<file path="config.mk">
export PLATFORM = sky130hd
export DESIGN_NAME = fetch_sequencer
export DESIGN_NICKNAME = d
export VERILOG_FILES = /design/src/rtl/fetch_sequencer_pkg.sv /design/src/rtl/fetch_sequencer_pc_next.sv /design/src/rtl/fetch_sequencer.sv
export SDC_FILE = /design/constraint.sdc
export NUM_CORES = 1
export LEC_CHECK = 0
export BUFFER_PORTS_ARGS = -buffer_cell sky130_fd_sc_hd__clkbuf_2
export CAP_MARGIN = 20
export CORE_MARGIN = 2
export CORE_UTILIZATION = 52
export DETAILED_ROUTE_END_ITERATION = 10
export PLACE_DENSITY = 0.76
export SLEW_MARGIN = 25
export SYNTH_ARGS = -nofsm -noshare
export SYNTH_HDL_FRONTEND = slang
export SYNTH_SLANG_ARGS = --single-unit
export TNS_END_PERCENT = 5
</file>
<file path="constraint.sdc">
create_clock -name clk -period 2.6 [get_ports clk]
set_input_delay 0.52 -clock clk [delete_from_list [all_inputs] [get_ports clk]]
set_output_delay 0.52 -clock clk [all_outputs]
set_load 0.02 [all_outputs]
</file>
<file path="src/rtl/fetch_sequencer_pkg.sv">
// Shared types and constants for the fetch sequencer.
package fetch_sequencer_pkg;

    typedef enum logic [1:0] {
        S_RST  = 2'd0,
        S_RUN  = 2'd1,
        S_KILL = 2'd2
    } state_e;

    localparam logic RST_ENABLE   = 1'b1;
    localparam logic CHIP_ENABLE  = 1'b1;
    localparam logic CHIP_DISABLE = 1'b0;
    localparam int   ALIGN_BITS   = 2;

endpackage

</file>
<file path="src/rtl/fetch_sequencer_pc_next.sv">
// Redirect detection, target select with word alignment, and sequential PC increment.
module fetch_sequencer_pc_next
    import fetch_sequencer_pkg::*;
#(
    parameter int ADDR_W = 32
) (
    input  logic              flush_i,
    input  logic              branch_flag_i,
    input  logic [ADDR_W-1:0] branch_target_i,
    input  logic [ADDR_W-1:0] new_pc_i,
    input  logic [ADDR_W-1:0] cur_addr_i,
    output logic              redirect_o,
    output logic [ADDR_W-1:0] target_o,
    output logic [ADDR_W-1:0] seq_o
);

    always_comb begin
        redirect_o = flush_i | branch_flag_i;
        // Flush wins over a branch in the same cycle.
        target_o = flush_i ? new_pc_i : branch_target_i;
        target_o[ALIGN_BITS-1:0] = '0;
        seq_o = cur_addr_i + ADDR_W'(4);
    end

endmodule

</file>
<file path="src/rtl/fetch_sequencer.sv">
// Fetch PC owner: drives the imem req/ack handshake and one registered IF/ID slot.
module fetch_sequencer
    import fetch_sequencer_pkg::*;
#(
    parameter int              ADDR_W    = 32,
    parameter logic [ADDR_W-1:0] RESET_VEC = '0
) (
    input  logic              clk,
    input  logic              rst,
    input  logic              stall_i,
    input  logic              branch_flag_i,
    input  logic [ADDR_W-1:0] branch_target_i,
    input  logic              flush_i,
    input  logic [ADDR_W-1:0] new_pc_i,
    output logic              ce_o,
    output logic              imem_req_o,
    output logic [ADDR_W-1:0] imem_addr_o,
    input  logic              imem_ack_i,
    input  logic [ADDR_W-1:0] imem_data_i,
    output logic              inst_valid_o,
    output logic [ADDR_W-1:0] inst_o,
    output logic [ADDR_W-1:0] inst_pc_o
);

    state_e            state_q, state_d;
    logic [ADDR_W-1:0] pc_q, pc_d;
    logic [ADDR_W-1:0] req_addr_q, req_addr_d;
    logic              busy_q, busy_d;
    logic              ce_q, ce_d;
    logic              inst_valid_q, inst_valid_d;
    logic [ADDR_W-1:0] inst_q, inst_d;
    logic [ADDR_W-1:0] inst_pc_q, inst_pc_d;

    logic              redirect;
    logic [ADDR_W-1:0] target;
    logic [ADDR_W-1:0] seq_addr;
    logic [ADDR_W-1:0] cur_addr;
    logic              issue;
    logic              ack;

    assign cur_addr = busy_q ? req_addr_q : pc_q;

    fetch_sequencer_pc_next #(.ADDR_W(ADDR_W)) u_pc_next (
        .flush_i         (flush_i),
        .branch_flag_i   (branch_flag_i),
        .branch_target_i (branch_target_i),
        .new_pc_i        (new_pc_i),
        .cur_addr_i      (cur_addr),
        .redirect_o      (redirect),
        .target_o        (target),
        .seq_o           (seq_addr)
    );

    assign issue = (state_q == S_RUN) && !busy_q && !redirect && (!inst_valid_q || !stall_i);
    // An ack only means something while a request is on the bus.
    assign ack   = imem_ack_i && imem_req_o;

    assign imem_req_o   = busy_q | issue;
    assign imem_addr_o  = cur_addr;
    assign ce_o         = ce_q;
    assign inst_valid_o = inst_valid_q;
    assign inst_o       = inst_q;
    assign inst_pc_o    = inst_pc_q;

    always_comb begin
        state_d      = state_q;
        pc_d         = pc_q;
        req_addr_d   = req_addr_q;
        busy_d       = busy_q;
        ce_d         = CHIP_ENABLE;
        inst_valid_d = inst_valid_q;
        inst_d       = inst_q;
        inst_pc_d    = inst_pc_q;
        case (state_q)
            S_RST: state_d = S_RUN;
            S_RUN: begin
                if (inst_valid_q && !stall_i) inst_valid_d = 1'b0;
                if (redirect) begin
                    pc_d         = target;
                    inst_valid_d = 1'b0;
                    // Outstanding request must drain before the new stream starts.
                    if (busy_q) begin
                        if (ack) busy_d  = 1'b0;
                        else     state_d = S_KILL;
                    end
                end else if (ack) begin
                    inst_d       = imem_data_i;
                    inst_pc_d    = cur_addr;
                    inst_valid_d = 1'b1;
                    pc_d         = seq_addr;
                    busy_d       = 1'b0;
                end else if (issue) begin
                    busy_d     = 1'b1;
                    req_addr_d = pc_q;
                end
            end
            S_KILL: begin
                if (redirect) pc_d = target;
                if (ack) begin
                    busy_d  = 1'b0;
                    state_d = S_RUN;
                end
            end
            default: state_d = S_RST;
        endcase
    end

    always_ff @(posedge clk) begin
        if (rst == RST_ENABLE) begin
            state_q      <= S_RST;
            pc_q         <= RESET_VEC;
            req_addr_q   <= '0;
            busy_q       <= 1'b0;
            ce_q         <= CHIP_DISABLE;
            inst_valid_q <= 1'b0;
            inst_q       <= '0;
            inst_pc_q    <= '0;
        end else begin
            state_q      <= state_d;
            pc_q         <= pc_d;
            req_addr_q   <= req_addr_d;
            busy_q       <= busy_d;
            ce_q         <= ce_d;
            inst_valid_q <= inst_valid_d;
            inst_q       <= inst_d;
            inst_pc_q    <= inst_pc_d;
        end
    end

endmodule

</file>
==> out/results.tsv <==
metric	value	unit
row_count	41	
setup-tns-final	0	ns
antenna_found_initial	0	
clock_path_buffers	2	
floorplan.die_area	0.0140	mm^2
synthesis.nets	909	
ctsHoldBuffers	0	
post_cts_buffers	0	
cts-root-buf	clkbuf_16	
synth_seq_cells	133	
fmax	407	MHz
drc	0	
max-cap-violations	0	
grt-ovfl-total	0	
synth_edf_count	0	
p_leak	4.08	nW
cts_sinks	133	
avgSynthCellArea	8.48	um^2
worst_slew_margin_rel	56.1	%
nFillCells	1106	
cts_resized	0	
slew_violations	0	
cp_data_arrival_time	1.93	ns
layout-drive-gt1-share	29.6	%
synth_cells	802	
yosysWarnings	0	
synth_area_leaders	dfxtp_1 39%, mux2i_1 9.7%, nand2_1 6.1%	
critical-path-top-delay-family	buffers and inverters	
rsz0062_at_grt	false	
synth_area	0.00680	mm^2
ys.flop_type	dfxtp_1	
grt_pass1_vias	6500	
reg2reg_setup_slack	0.28	ns
drtIter0Drc	616	
cts_max_level	4	
num_antenna_cells	0	
endpoint_kind	primary output	
wl	19700	um
crit_type	reg2out	
period_needed	2.45	ns
startpoint_type	flop	
peakVddDrop	497	uV
fp.dieH	118	um
io_pins	201	
async_flop_share	0	%
final_area	0.00872	mm^2
hold_path_end	inst_o[26]	
path_clk_slew	0.06	ns
avgViaCountPerCell	5.71	
fin_skew	0.00950	ns
cp_num_buf_inv	3	
crit_slowest_cell	dfxtp_4	
grt_start_max_net_pins	77	
worst_slew_pin_slew	0.657	ns
crit_required	2.08	ns
die_w	118	um
status	complete, no violations	
synth_top_area_cell	dfxtp_1	
cts_tree	yes	
drt_first_pass_iters	7	
final_antenna_net_count	0	
io_buffers	196	
r2r-end	pc_q[25]	
yosysMostFrequentCell	dfxtp_1	
fin_nets	1107	
clk_latency	0.43	ns
min_from	imem_data_i[26]	
start_util	53.7	%
seq_area_frac_synth	39.2	%
power.density	903	mW/mm^2
dpl.hpwl	14100	um
hp-class	in2reg	
area_delta_synth_final	28.2	%
worstRegToRegCells	5	
grt_pass1_wl	31800	um
gp_congestion	0.932	
numCtsBuffers	17	
synth_top_area_share	39.2	%
post_drt_wl_per_cell	16.7	um
hold_viol_final	0	
r2r-start	busy_q	
path_cells	buf_12 > mux2i_1 > inv_1 > clkbuf_2	
timing.final.crit_share	94.4	%
grt_usage	28.0	%
path_depth	4	
hold_depth	3	
slowest_delay	0.52	ns
crit_fanout	32	
finalSetupViolCount	0	
holdWs	0.311	ns
synth_cell_types	73	
placed_cell_area	0.00806	mm^2
netlist_top_cells_count	133 x dfxtp_1, 110 x nand2_1, 91 x nor2_1	
vias	6768	
core_area	0.0127	mm^2
[layout make-up]
class | instances | area, um^2 | area share (%)
Sequential cell | 133 | 2670 | 30.6
Timing Repair Buffer | 237 | 1330 | 15.2
Multi-Input combinational cell | 578 | 3730 | 42.7
Tap cell | 172 | 215 | 2.47
Inverter | 33 | 124 | 1.42
Clock buffer | 20 | 457 | 5.24
Clock inverter | 12 | 201 | 2.31
[metrics by stage]
step	std cells	power, mW	setup WS [ns]	utilization [%]
after floorplan	802	4.28	0.0735	-
after global placement	1153	5.15	0.268	63.6
after detailed placement	1153	5.19	0.229	63.6
after CTS	1185	7.86	0.0310	68.8
after global routing	1185	8.23	0.0491	68.8
final	1185	7.87	0.145	68.8
[cells by family (layout without fill, tap and decap cells)]
family	count (synthesis)	in the layout	synth area share [%]
compound gates	182	182	19.1
xor+xnor	11	11	1.42
fa+ha+maj	5	5	0.920
buf+inv	91	302	6.29
flops	133	133	39.2
mux	73	73	10.9
simple gates	307	307	22.2
[metal layers]
layer  track usage [%]  vias to the layer above  part of all wire (%)
met4              11.1                        0                   2.3
met5                 0                        -                     0
met1              35.1                     3166                    43
li1                  -                     3283                     -
met2              45.3                      281                    47
met3              8.06                       38                   8.3
[worst min-delay path, cell delays in order]
cell and delay (ns):
clkbuf_2 0.08, nand2_1 0.04, a21oi_1 0.05
[state kept, by name, indices dropped and copies added, names as in the netlist]
register	cells
inst_o	32
inst_pc_o	32
pc_q	32
req_addr_q	32
state_q	2
busy_q	1
ce_o	1
inst_valid_o	1
[report_power, final]
part / switching, mW / total (mW) / internal (mW)
clock network: 0.920 / 2.67 / 1.75
logic: 1.58 / 2.60 / 1.02
registers: 0.320 / 2.60 / 2.28
total: 2.82 / 7.87 / 5.05
[how the worst max path moves through the flow]
stage,end,start
after floorplan,pc_q[24],busy_q
after global placement,pc_q[25],busy_q
after detailed placement,pc_q[25],busy_q
after CTS,imem_addr_o[27],busy_q
after global routing,imem_addr_o[4],busy_q
final,imem_addr_o[27],busy_q
[cells in the final DEF (no fill, tap or decap), types with 18 or more instances in the layout]
master / n
a211oi_1: 33
a21oi_1: 55
buf_4: 39
clkbuf_2: 195
dfxtp_1: 132
inv_1: 30
mux2i_1: 66
nand2_1: 110
nand3_1: 19
nor2_1: 91
nor3_1: 18
o21ai_0: 19
No activity file was read; power rests on OpenSTA's default activity.
